File: src/rtl/dmem_arbiter.sv
`default_nettype none
// ============================================================================
// Module   : dmem_arbiter
// Brief    : Round-robin req/ack arbiter sharing a single-port word memory
//            between the core load/store path (m0) and a debug/loader (m1).
// Revision : 1.0 - initial release
// ============================================================================
module dmem_arbiter #(
    parameter int DW         = 32,
    parameter int AW         = 32,
    parameter int DEPTH_LOG2 = 10
) (
    input  logic          clk,
    input  logic          rst,

    input  logic          m0_req,
    input  logic          m0_we,
    input  logic [AW-1:0] m0_addr,
    input  logic [DW-1:0] m0_wdata,
    output logic          m0_ack,
    output logic [DW-1:0] m0_rdata,

    input  logic          m1_req,
    input  logic          m1_we,
    input  logic [AW-1:0] m1_addr,
    input  logic [DW-1:0] m1_wdata,
    output logic          m1_ack,
    output logic [DW-1:0] m1_rdata,

    output logic          mem_we,
    output logic [31:0]   mem_a,
    output logic [DW-1:0] mem_wd,
    input  logic [DW-1:0] mem_rd
);

    typedef enum logic [1:0] {
        S_IDLE   = 2'd0,
        S_ACCESS = 2'd1,
        S_DONE   = 2'd2
    } state_t;

    state_t                state_q,    state_d;
    logic                  sel_q,      sel_d;
    logic                  we_q,       we_d;
    logic [DEPTH_LOG2-1:0] idx_q,      idx_d;
    logic [DW-1:0]         wd_q,       wd_d;
    logic                  prio_q,     prio_d;
    logic                  m0_ack_q,   m0_ack_d;
    logic                  m1_ack_q,   m1_ack_d;
    logic [DW-1:0]         m0_rdata_q, m0_rdata_d;
    logic [DW-1:0]         m1_rdata_q, m1_rdata_d;

    logic                  w_grant_m1;
    logic [DEPTH_LOG2-1:0] w_m0_idx;
    logic [DEPTH_LOG2-1:0] w_m1_idx;
    logic                  w_unused_addr_bits;

    // Byte offset and bits above the memory size are dropped: accesses round
    // down to a word and alias modulo the memory size.
    assign w_m0_idx = m0_addr[DEPTH_LOG2+1:2];
    assign w_m1_idx = m1_addr[DEPTH_LOG2+1:2];
    assign w_unused_addr_bits = ^{m0_addr[1:0], m1_addr[1:0],
                                  m0_addr[AW-1:DEPTH_LOG2+2],
                                  m1_addr[AW-1:DEPTH_LOG2+2]};

    assign w_grant_m1 = m1_req & (~m0_req | prio_q);

    always_comb begin
        state_d    = state_q;
        sel_d      = sel_q;
        we_d       = we_q;
        idx_d      = idx_q;
        wd_d       = wd_q;
        prio_d     = prio_q;
        m0_ack_d   = 1'b0;
        m1_ack_d   = 1'b0;
        m0_rdata_d = m0_rdata_q;
        m1_rdata_d = m1_rdata_q;

        case (state_q)
            S_IDLE: begin
                if (m0_req || m1_req) begin
                    sel_d   = w_grant_m1;
                    we_d    = w_grant_m1 ? m1_we    : m0_we;
                    idx_d   = w_grant_m1 ? w_m1_idx : w_m0_idx;
                    wd_d    = w_grant_m1 ? m1_wdata : m0_wdata;
                    state_d = S_ACCESS;
                end
            end
            S_ACCESS: begin
                // Captured on writes too, returning the pre-write contents.
                if (sel_q) begin
                    m1_rdata_d = mem_rd;
                    m1_ack_d   = 1'b1;
                end else begin
                    m0_rdata_d = mem_rd;
                    m0_ack_d   = 1'b1;
                end
                state_d = S_DONE;
            end
            S_DONE: begin
                prio_d  = ~sel_q;
                state_d = S_IDLE;
            end
            default: begin
                state_d = S_IDLE;
            end
        endcase
    end

    always_ff @(posedge clk) begin
        if (rst) begin
            state_q    <= S_IDLE;
            sel_q      <= 1'b0;
            we_q       <= 1'b0;
            idx_q      <= '0;
            wd_q       <= '0;
            prio_q     <= 1'b0;
            m0_ack_q   <= 1'b0;
            m1_ack_q   <= 1'b0;
            m0_rdata_q <= '0;
            m1_rdata_q <= '0;
        end else begin
            state_q    <= state_d;
            sel_q      <= sel_d;
            we_q       <= we_d;
            idx_q      <= idx_d;
            wd_q       <= wd_d;
            prio_q     <= prio_d;
            m0_ack_q   <= m0_ack_d;
            m1_ack_q   <= m1_ack_d;
            m0_rdata_q <= m0_rdata_d;
            m1_rdata_q <= m1_rdata_d;
        end
    end

    assign m0_ack   = m0_ack_q;
    assign m1_ack   = m1_ack_q;
    assign m0_rdata = m0_rdata_q;
    assign m1_rdata = m1_rdata_q;

    // Reset gates the strobe directly so an in-flight write is never committed.
    assign mem_we = (state_q == S_ACCESS) & we_q & ~rst;
    assign mem_a  = {{(32-DEPTH_LOG2){1'b0}}, idx_q};
    assign mem_wd = wd_q;

endmodule
`default_nettype wire

File: config.mk
export PLATFORM = sky130hd
export DESIGN_NAME = dmem_arbiter
export DESIGN_NICKNAME = d
export VERILOG_FILES = /design/src/rtl/dmem_arbiter.sv
export SDC_FILE = /design/constraint.sdc
export NUM_CORES = 1
export LEC_CHECK = 0
export ABC_AREA = 1
export CAP_MARGIN = 20
export CORE_AREA = 8 8 109 111
export DETAILED_ROUTE_END_ITERATION = 12
export DIE_AREA = 0 0 117 119
export DONT_BUFFER_PORTS = 1
export PLACE_DENSITY = 0.79
export SYNTH_ARGS = -nofsm -noshare
export SYNTH_HDL_FRONTEND = slang
export SYNTH_SLANG_ARGS = --single-unit
File: constraint.sdc
create_clock -name clk -period 2.5 [get_ports clk]
set_input_delay 0.5 -clock clk [delete_from_list [all_inputs] [get_ports clk]]
set_output_delay 0.5 -clock clk [all_outputs]
set_load 0.005 [all_outputs]
# --- Yosys cells after proc, flatten, opt, wreduce, memory -nomap -nowiden ---
# Cells that the tools add are included.
classes:
  eq_ne: 3
  muxes: 7
  bitwise: 8
  reduce_logical: 6
op_table:
  columns: ["cell", "count"]
  rows:
  - ["$mux 32", 1]
  - ["$mux 10", 1]
  - ["$reduce_and 2->1", 3]
  - ["$not 1->1", 4]
  - ["$pmux 2 s2", 1]
  - ["$and 1x1->1", 3]
  - ["$mux 1", 3]
  - ["$eq 2x1->1 const B", 1]
  - ["$eq 2x2->1 const B", 1]
  - ["$logic_not 2->1", 1]
  - ["$mux 2", 1]
  - ["$ne 2x2->1 const B", 1]
  - ["$reduce_or 2->1", 1]
  - ["$logic_or 1x1->1", 1]
  - ["$or 1x1->1", 1]
totals:
  register_bits: 113
  inputBits: 166
  output_inout_bits: 131
  wordCells: 34

# --- Depth between registers and ports, before layout ---
# Gate-level depths: netlist of run 1.
depth:
  ltp_word: 4
  mapped_depth: 8
  ltp_nobuf: 6

# --- Worst setup path after synthesis of run 1 ---
# Ideal clock, no wire load.
synth_timing:
  kind: "in2out"
  start: "input port rst"
  end: "output port mem_we"
  arrival_ns: 1.127
  t_required_ns: 2.000
  slack_ns: 0.873
  cell_stages: 5
  n_path_buf: 2
  cell_sequence: "buf_2 -> inv_1 -> buf_2 -> nand3_1 -> nor2_1"
synth_via:
  elab_chain_cells: 2
synth_rtl:
  columns: ["item", "line", "rtl"]
  rows:
  - ["start: declaration", "14", "input logic rst,"]
  - ["$not 1->1", "143", "assign mem_we = (state_q == S_ACCESS) & we_q & ~rst;"]
  - ["$and 1x1->1", "143", null]
  - ["end: declaration", "30", "output logic mem_we,"]
# No other way between the ends.

# --- Final worst setup path of run 1 ---
layout_timing:
  start: "register state_q[1]"
  end: "output port mem_we"
layout_via:
  elab_chain_cells: 3
layout_rtl:
  columns: ["item", "line", "rtl"]
  rows:
  - ["start: declaration", "42", "state_t state_q, state_d;"]
  - ["start signal: assignment", "124", "state_q <= state_d;"]
  - ["$eq 2x1->1", "143", null]
  - ["$and 1x1->1 (2 in a row)", "143", null]
# No other way between the ends.

==> results of run 1 <==
==> worst paths after layout <==
path / from / to
worst min-delay path: rst / m0_rdata[12]
worst max-delay path: state_q[1] / mem_we
worst max register to register: state_q[1] / m1_rdata[19]
worst min register to register: m1_rdata[9] / m1_rdata[9]
==> synth_stat cells <==
cell	number	area [um^2]
nand4_1	32	200
buf_4	26	195
nand2_1	162	608
o21ai_4	1	16.3
buf_2	19	95.1
buf_6	9	101
buf_1	5	18.8
o21ai_0	26	130
clkbuf_1	22	82.6
nand3_1	47	235
nor2_1	92	345
o21ai_1	8	40.0
a21oi_1	109	546
nor2_4	1	11.3
inv_1	121	454
conb_1	1	3.75
dfxtp_1	113	2260
inv_2	3	11.3
nand2_2	1	6.26
nor2_2	1	6.26
==> layout make-up <==
type                            count  area, um^2
Fill cell                         970        4270
Sequential cell                   113        2260
Multi-Input combinational cell    502        2230
Inverter                          124         465
Clock buffer                       17         414
Clock inverter                     15         181
Tap cell                          136         170
Timing Repair Buffer                9        92.6
==> kinds of logic after synthesis <==
logic type      count (synthesis)  synth area share, %
other cells                     1               0.0698
flops                         113                 42.1
buf+inv                       205                 17.9
compound gates                144                 13.6
simple gates                  336                 26.3
==> registers in the layout, indices dropped and copies added, names as in the netlist <==
register	flops
prio_q	1
idx_q	10
m1_rdata	32
sel_q	1
m1_ack	1
m0_rdata	32
mem_wd	32
state_q	2
m0_ack	1
we_q	1
==> through the flow <==
| stage | instances | hold WS (ps) | util (%) | setup slack, ps |
|---|---|---|---|---|
| global route | 916 | 32.1 | 57.6 | 38.1 |
| CTS | 916 | 38.8 | 57.6 | 165 |
| global placement | 884 | 456 | 51.7 | 720 |
| floorplan | 820 | 440 | - | 873 |
| finish | 916 | 66.8 | 57.6 | 202 |
| detailed placement | 884 | 462 | 51.7 | 726 |
==> power by group through the flow <==
| stage | registers [mW] | clock network, mW | logic (mW) |
|---|---|---|---|
| after floorplan | 2.06 | 0 | 0.556 |
| after global placement | 2.11 | 0 | 0.565 |
| after detailed placement | 2.12 | 0 | 0.575 |
| after CTS | 2.08 | 2.44 | 0.578 |
| after global routing | 2.09 | 2.53 | 0.671 |
| final | 2.07 | 2.39 | 0.574 |
==> per-layer routing <==
layer  global-route usage, %  share of wire (%)  routed length (um)
met4                    7.37                2.2                 303
met2                    30.9                 46                6450
met5                       0                  0                   0
met3                    11.2                 14                1970
met1                    21.1                 38                5330
==> results by group, run 1 <==
Route
  – Routed Antenna Nets: 0
  – Drt drc: 0
  – DR vias: 4606
  – DR vias/cell: 5.03
  – Final wirelength: 14.1 mm
  – First drt pass iteration count: 5
  – Detailed Route Iter0 Violations: 336
  – DR WL/cell: 15.4 um

STA
  – Slew Limit Headroom: 48.2%
  – Setup TNS: 0 ps
  – Worst setup skew after layout: 8.83 ps
  – Fin crit share: 91.9%
  – Slew @ Worst Pin: 777 ps
  – RSZ-0062 raised after global routing: false
  – Final Hold Vio Count: 0
  – Achievable clock frequency: between 400 and 500 MHz
  – Setup violations, final: 0
  – Fin crit period: 2300 ps
  – Slew Viols, Final: 0

Pwr
  – Sw Ratio: 27.0%
  – Switching power: 1.36 mW
  – Overall Power: about 5 mW
  – Clk pwr share: a little under half
  – Internal: ~3.7 mW
  – Sequential Power Share: 41.1%
  – Combinational power share: 11.4%
  – VDD IR max: 0.000367 V
  – PwrDens: a little under 900 nW/um^2
  – Leakage: between 2 and 3 nW

Worst setup path
  – CP cell instances: inv_2 > buf_4 > nand3_1 > nor2_1
  – R2R setup slack: about 750 ps
  – Critical Path Fanout Max: 25
  – Critical Path Start Type: flip-flop
  – CP Buf/Inv Count: 2
  – CP required: approximately 2000 ps
  – Slowest-stage cell, CP: dfxtp_1
  – Worst Setup End Kind: primary output
  – FF-to-FF path depth: 6
  – CP Depth: 4
  – Delay-heaviest family, CP: buffers and inverters
  – CP peak stage delay: between 300 and 400 ps
  – Critical Path AT: between 1500 and 2000 ps
  – WS Path Type: reg2out

Die
  – Die Width: 117 um
  – Top Ports: 297
  – Die H: around 120 um
  – DIE AREA: about 14000 um^2
  – Initial Utilization: a little over half
  – FP Rows: 37
  – Core ar.: 10100 um^2

CTS
  – CTS HTree Levels: 4
  – Clock Latency Late Sink: ~500 ps
  – Hold_buf cts: 0
  – Worst-path clk slew: 60 ps
  – Clk root buf: clkbuf_8
  – Postcts setup bufs: 0
  – Post-CTS Resized: 0
  – CTS Buf Count: 17
  – CTS tree: built
  – Clk sink count: roughly 110
  – Clock Tree Buf Depth: 2

GRT
  – Number of global-route vias before repair: between 4000 and 5000
  – Initial antenna violation count: 0
  – Largest net degree at the start of global routing: 90
  – Grt total ovfl: 0
  – GRT Resource Usage Total: 19.5%
  – First-pass GRT wire length: 21.6 mm

Layout
  – Most common cell after layout, fill and taps aside: nand2_1
  – Final nets: 933
  – Layout Area Growth over Synthesis: 8.37%
  – Highest-count cells in the layout ignoring fill and taps: nand2_1, inv_1, dfxtp_1
  – N_diodes: 0
  – Share of layout cells above drive strength 1: 6.41%
  – Final cell area excluding filler cells: just under 6000 um^2

Synthesis
  – Mapped Area: 5370 um^2
  – Sequential-to-total area share from yosys stat: between 40% and 50%
  – Yosys warns: 0
  – Cells after Synth: 799
  – Register bit total from synthesis: around 110
  – Syn Area/Cell: 6.72 um^2
  – Unique masters post-synth: 20

Placement
  – Input/output buffers: 0
  – Final HPWL from detailed placement: slightly below 10 mm
  – Cell Area, Placed: 5220 um^2
  – RePlAce Congestion: 0.781

Run
  – Total of max-cap violations: 0

Worst hold path
  – WHS Path Cells: 1
  – Hold crit path type: in2reg

Run status
  – Status: finished, final reports clean
(Power assumes the default switching activity.)
==> run 2: changes to the inputs <==
==> constraint.sdc (replaced) <==
create_clock -name clk -period 2.5 [get_ports clk]
set_input_delay 0.625 -clock clk [delete_from_list [all_inputs] [get_ports clk]]
set_output_delay 0.625 -clock clk [all_outputs]
set_load 0.005 [all_outputs]
==> run 2 against run 1 <==
Against the previous run: fmax up 8.9%; sequential share of layout area up 0.36 points; final cell count up 0.11%; non-clock buffer count up 1; combinational power up 0.7%; critical path depth down 1; worst setup slack better by 190 ps; global-route usage down 0.067 points; clock skew down 4.3 ps; critical path type unchanged.
==> results by group, run 2 (synthesis results as in run 1) <==
Die
  – FP Rows: 37 (unchanged)
  – Top Ports: 297 (unchanged)
  – Initial Utilization: 53.2% (unchanged)
  – Core ar.: 10100 um^2 (unchanged)
  – Die Width: 117 um (unchanged)
  – DIE AREA: 13900 um^2 (unchanged)
  – Die H: 119 um (unchanged)

STA
  – Fin crit period: 2110 ps (-189 ps)
  – Setup violations, final: 0 (unchanged)
  – Final Hold Vio Count: 0 (unchanged)
  – Final worst setup slack: 390 ps (+189 ps)
  – Slew @ Worst Pin: 765 ps (-12.4 ps)
  – Slew Limit Headroom: 49.0% (+0.83 points)
  – Fin crit share: 84.4% (-7.5 points)
  – RSZ-0062 raised after global routing: false
  – Achievable clock frequency: 474 MHz (+8.9%)
  – Setup TNS: 0 ps (unchanged)
  – Worst setup skew after layout: 4.53 ps (-4.30 ps)
  – Slew Viols, Final: 0 (unchanged)

Placement
  – Input/output buffers: 0 (unchanged)
  – Dpl cells: 885 (+0.11%)
  – Dpl ws: 658 ps (-68.0 ps)
  – RePlAce Congestion: 0.784 (+0.37%)
  – Final HPWL from detailed placement: 9.92 mm (+1.0%)

Layout
  – Layout Area Growth over Synthesis: 7.36%
  – Highest-count cells in the layout ignoring fill and taps: nand2_1, inv_1, dfxtp_1
  – Most common cell after layout, fill and taps aside: nand2_1
  – Final core occ: 57.1% (-0.53 points)
  – Cell Count, Final, Fillers Out: 917 (+0.11%)
  – Final nets: 934 (+0.11%)
  – N_diodes: 0 (unchanged)
  – Share of layout cells above drive strength 1: 6.53% (+0.12 points)

Route
  – Routed Antenna Nets: 0 (unchanged)
  – DR vias: 4598 (-0.17%)
  – Drt drc: 0 (unchanged)
  – DR vias/cell: 5.01 (-0.28%)
  – First drt pass iteration count: 5 (unchanged)
  – DR WL/cell: 15.2 um (-0.88%)
  – Detailed Route Iter0 Violations: 406 (+21%)
  – Final wirelength: 14.0 mm (-0.78%)

GRT
  – Largest net degree at the start of global routing: 90 (unchanged)
  – GRT Resource Usage Total: 19.5% (-0.067 points)
  – Initial antenna violation count: 0 (unchanged)
  – Grt total ovfl: 0 (unchanged)
  – First-pass GRT wire length: 21.6 mm (-0.25%)
  – Number of global-route vias before repair: 4225 (-0.35%)

CTS
  – Post-CTS Resized: 0 (unchanged)
  – Clock Tree Buf Depth: 2 (unchanged)
  – CTS HTree Levels: 4 (unchanged)
  – Hold_buf cts: 0 (unchanged)
  – Postcts setup bufs: 0 (unchanged)
  – CTS tree: built
  – Worst-path clk slew: 60 ps (about the same)
  – Clock Latency Late Sink: 490 ps (about the same)
  – CTS Buf Count: 17 (unchanged)
  – Clk sink count: 113 (unchanged)
  – Clk root buf: clkbuf_8

Worst setup path
  – Critical Path Start Type: flip-flop
  – Slowest-stage cell, CP: dfxtp_1
  – Critical Path AT: 1480 ps (-320 ps)
  – CP peak stage delay: 330 ps (about the same)
  – Worst Setup End Kind: primary output
  – CP Buf/Inv Count: 1 (-1)
  – CP required: 1880 ps (-120 ps)
  – CP cell instances: inv_2 > nand3_1 > nor2_1
  – Critical Path Fanout Max: 17 (-32%)
  – WS Path Type: reg2out
  – Delay-heaviest family, CP: simple AND/OR/NAND/NOR gates

Pwr
  – VDD IR max: 0.000367 V (about the same)
  – Leakage: 2.60 nW (-1.1%)
  – PwrDens: 826 nW/um^2 (-4.6%)

Run status
  – Status: finished, final reports clean

Run
  – Total of max-cap violations: 0 (unchanged)

Worst hold path
  – Hold crit path type: in2reg
## run 2: cell types whose count changed in the layout (fill, tap and decap cells not counted)
cell	delta
inv_6	+1
buf_4	+1
clkbuf_8	+1
clkinv_4	-1
clkinvlp_4	+2
bufinv_16	-3
## run 2: power by group
group          switching, mW  internal [mW]  total (mW)
Combinational          0.372          0.206       0.578
Clock                  0.862           1.25        2.11
Sequential             0.123           1.95        2.07
Total                   1.36           3.41        4.76
## run 2: layout make-up
| class | instances | area, um^2 |
|---|---|---|
| fillers | 1006 | 4330 |
| flip-flops and latches | 113 | 2260 |
| multi-input cells | 502 | 2230 |
| inverters | 124 | 465 |
| clock buffers | 18 | 428 |
| well taps | 136 | 170 |
| clock inverters | 14 | 106 |
| repair buffers | 10 | 100 |
## run 2: worst paths after layout
path               start           to  slack, ps  depth (start not counted)
max reg2reg   state_q[1]   mem_wd[24]        710                          7
min                  rst  m0_rdata[2]        190                          1
min reg2reg  m1_rdata[1]  m1_rdata[1]        470                          2
max           state_q[1]       mem_we        390                          3
## run 2: layer usage
layer  up-vias  GRT usage, %  part of all wire, %
li1       2398             -                    -
met1      1983          21.0                   38
met2       201          31.5                   47
met3        16          9.70                   14
met4         0          8.17                  1.6
met5         -             0                    0
## run 2: through the flow
| stage | power [mW] | instance area, um^2 | hold WS [ps] |
|---|---|---|---|
| after CTS | 4.81 | 5760 | 168 |
| after global placement | 2.68 | 5230 | 457 |
| after global routing | 5.02 | 5760 | 154 |
| after detailed placement | 2.69 | 5230 | 462 |
| final | 4.76 | 5760 | 192 |
| after floorplan | 2.62 | 5450 | 440 |
==> run 3: changes to the inputs <==
==> config.mk (replaced) <==
export PLATFORM = sky130hd
export DESIGN_NAME = dmem_arbiter
export DESIGN_NICKNAME = d
export VERILOG_FILES = /design/src/rtl/dmem_arbiter.sv
export SDC_FILE = /design/constraint.sdc
export NUM_CORES = 1
export LEC_CHECK = 0
export ABC_AREA = 0
export CAP_MARGIN = 20
export CORE_AREA = 8 8 108 110
export DETAILED_ROUTE_END_ITERATION = 12
export DIE_AREA = 0 0 116 118
export DONT_BUFFER_PORTS = 1
export PLACE_DENSITY = 0.78
export SYNTH_ARGS = -nofsm -noshare
export SYNTH_HDL_FRONTEND = slang
export SYNTH_SLANG_ARGS = --single-unit
==> constraint.sdc (replaced) <==
create_clock -name clk -period 1.9 [get_ports clk]
set_input_delay 0.475 -clock clk [delete_from_list [all_inputs] [get_ports clk]]
set_output_delay 0.475 -clock clk [all_outputs]
set_load 0.005 [all_outputs]
==> run 3 against run 2 <==
Against the previous run: register-to-register slack worse by 300 ps; synthesized area fell by 8.5%; worst setup slack got worse by 270 ps; sequential cell count unchanged; count of clock-buffer cells in the layout grew 1; final cell count down 24%; synthesized cell count down 27%; global-route usage grew 1.1 points; clock power rose by 56%; critical path type unchanged; largest cell class is now multi-input gates; largest power group unchanged.
==> results by group, run 3 <==
Synthesis
  – Sequential-to-total area share from yosys stat: 46.1% (+3.9 points)
  – Post-synth top area share: 46.1% (+3.9 points)
  – Mapped Area: 4910 um^2 (-8.5%)
  – Yosys top cell by area: dfxtp_1
  – Unique masters post-synth: 27 (+35%)
  – Yosys warns: 0 (unchanged)
  – Primary FF master, synth: dfxtp_1
  – Top-count cell post-synth: nand2_1
  – Register bit total from synthesis: 113 (unchanged)
  – Async S/R FF share, synth: 0% (unchanged)
  – Syn Area/Cell: 8.47 um^2 (+26%)
  – EDFF count, synth: 0 (unchanged)
  – Top post-synthesis cells by area: dfxtp_1, a311oi_2, a21oi_1
  – Synth top cells by count: nand2_1, dfxtp_1, a21oi_1, clkbuf_1, nand3_1
  – Cells after Synth: 580 (-27%)

Layout
  – Most common cell after layout, fill and taps aside: nand2_1
  – Sequential cell area: 2260 um^2 (+0.11%)
  – Fillers: 917 (-8.8%)
  – Final cell area excluding filler cells: 5450 um^2 (-5.5%)
  – Multi-input logic area: 2300 um^2 (+3.0%)
  – Share of layout cells above drive strength 1: 15.8% (+9.3 points)
  – N_diodes: 0 (unchanged)
  – Layout Area Growth over Synthesis: 10.9%
  – Highest-count cells in the layout ignoring fill and taps: nand2_1, dfxtp_1, a21oi_1
  – Final nets: 715 (-23%)

Route
  – M1 WL: 5.08 mm (-3.0%)
  – Top layer in use: met4
  – DR WL/cell: 20.6 um (+36%)
  – WL met2: 7.28 mm (+11%)
  – Detailed Route Iter0 Violations: 348 (-14%)
  – Met3 wire length: 1.82 mm (-6.9%)
  – Routed Antenna Nets: 0 (unchanged)
  – Final wirelength: 14.4 mm (+3.2%)
  – DR vias: 4053 (-12%)
  – Drt drc: 0 (unchanged)
  – DR vias/cell: 5.81 (+16%)
  – First drt pass iteration count: 4 (-1)

CTS
  – Postcts setup bufs: 0 (unchanged)
  – Clock Latency Late Sink: 490 ps (about the same)
  – Clk sink count: 113 (unchanged)
  – CTS Buf Count: 17 (unchanged)
  – CTS tree: built
  – CTS HTree Levels: 4 (unchanged)
  – Clock Tree Buf Depth: 2 (unchanged)
  – Clk root buf: clkbuf_8
  – Worst-path clk slew: 60 ps (about the same)

Worst setup path
  – Worst Setup End Kind: primary output
  – Reg2reg end: mem_wd[2]
  – CP peak stage delay: 390 ps (+60 ps)
  – R2R setup slack: 410 ps (-300 ps)
  – WS Path Type: reg2out
  – Critical Path Start Type: flip-flop
  – FF-to-FF path depth: 3 (-4)
  – CP cell instances: nor3b_2 > and2_1
  – FF-to-FF Start: state_q[1]
  – Critical Path Fanout Max: 7 (-10)
  – CP Launch Point: state_q[0]
  – Critical Path AT: 1300 ps (-180 ps)
  – CP required: 1420 ps (-460 ps)
  – Slowest-stage cell, CP: dfxtp_2

Die
  – Die H: 118 um (-0.84%)
  – Core ar.: 10000 um^2 (-0.92%)
  – DIE AREA: 13700 um^2 (-1.7%)
  – Die Width: 116 um (-0.85%)
  – Initial Utilization: 49.1% (-4.1 points)
  – FP Rows: 37 (unchanged)
  – Top Ports: 297 (unchanged)

STA
  – RSZ-0062 raised after global routing: false
  – Setup violations, final: 0 (unchanged)
  – Final Hold Vio Count: 0 (unchanged)
  – Slew @ Worst Pin: 691 ps (-73.6 ps)
  – Slew Viols, Final: 0 (unchanged)
  – Fin crit share: 93.7%
  – Setup TNS: 0 ps (unchanged)
  – Worst setup skew after layout: 7.88 ps (+3.35 ps)
  – Fin crit period: 1780 ps
  – Slew Limit Headroom: 53.9% (+4.9 points)
  – Achievable clock frequency: approximately 560 MHz

Placement
  – Input/output buffers: 0 (unchanged)
  – Final HPWL from detailed placement: 9.98 mm (+0.57%)
  – Cell Area, Placed: 4820 um^2 (-7.9%)
  – RePlAce Congestion: 0.771 (-1.6%)

GRT
  – First-pass GRT wire length: 22.2 mm (+2.9%)
  – Initial antenna violation count: 0 (unchanged)
  – Number of global-route vias before repair: 4147 (-1.8%)
  – GRT Resource Usage Total: 20.5% (+1.1 points)
  – Largest net degree at the start of global routing: 114 (+27%)
  – Grt total ovfl: 0 (unchanged)

Pwr
  – Leakage: 1.82 nW (-30%)
  – VDD IR max: 0.000507 V (+38%)
  – PwrDens: 1210 nW/um^2 (+47%)

Worst hold path
  – Worst Hold Endpoint: idx_q[2]
  – WHS Path Cells: 1 (unchanged)
  – Hold path startpoint: rst
  – Hold crit path type: in2reg

Run status
  – Status: finished, final reports clean

Run
  – Total of max-cap violations: 0 (unchanged)
-- run 3: changes by cell type after synthesis, sizes merged, moves of 2 or more --
cell and delta:
and2 +2, nor3b +2, a311oi +43, nand2 -35
nand3 -3, nand4 -32, o21ai +8, nor2 -90
inv -123, buf -24, clkbuf +24, nor2b +3
-- run 3: how the worst max path moves through the flow --
stage | to | slack [ps] | cells past startpoint
final | mem_we | 120 | 2
after global routing | mem_we | 8 | 2
after detailed placement | mem_wd[18] | 290 | 3
after CTS | mem_we | 20 | 2
after floorplan | idx_q[0] | 280 | 7
after global placement | mem_wd[26] | 360 | 3
-- run 3: power breakdown --
part	internal, mW	total (mW)	leakage (nW)	switching [mW]
clock network	2.20	3.29	0.296	1.09
registers	2.54	2.70	0.926	0.152
logic	0.239	0.625	0.601	0.386
-- run 3: kinds of logic (layout without fill, tap and decap cells) --
family / count (synthesis) / in the layout / synth area share, %
AOI/OAI and AO/OA: 196 / 196 / 28.4
and+or+nand+nor: 188 / 188 / 16.4
DFF: 113 / 113 / 46.1
buffers and inverters: 82 / 43 / 9.12
other: 1 / 22 / 0.0763
-- run 3: layout make-up --
type | instances | area share [%]
clock buffer | 19 | 8.11
clock inverter | 13 | 3.35
inverter | 1 | 0.0689
multi-input combinational | 406 | 42.2
sequential | 113 | 41.6
tap | 136 | 3.12
timing repair buffer | 10 | 1.61
-- run 3: metal layers --
layer | vias up | track usage (%)
met1 | 1897 | 20.3
met3 | 19 | 11.0
li1 | 1932 | -
met4 | 0 | 7.38
met5 | - | 0
met2 | 205 | 35.3
-- run 3: critical path, delay by kind of cell (launching register included) --
kind	cells	cell delay (ps)
flops	1	390
simple gates	2	420
-- run 3: repair_timing --
action                                 4_1_cts  5_1_grt
cloned                                       0        0
resized for setup                            1        2
endpoints found under the hold margin        0        0
hold buffers                                 0        0
pin swaps                                    0        1
setup endpoints to repair                    1        1
-- run 3: per-stage QoR --
stage / setup slack (ps) / hold slack, ps / util, % / std cells / total power [mW]
2_1_floorplan: 285 / 453 / - / 601 / 3.31
3_3_place_gp: 358 / 463 / 48.2 / 666 / 3.34
3_5_place_dp: 287 / 468 / 48.2 / 666 / 3.38
4_1_cts: 16.2 / 19.3 / 54.5 / 698 / 6.68
5_1_grt: 8.17 / 7.68 / 54.5 / 698 / 6.87
6_report: 120 / 43.4 / 54.5 / 698 / 6.61
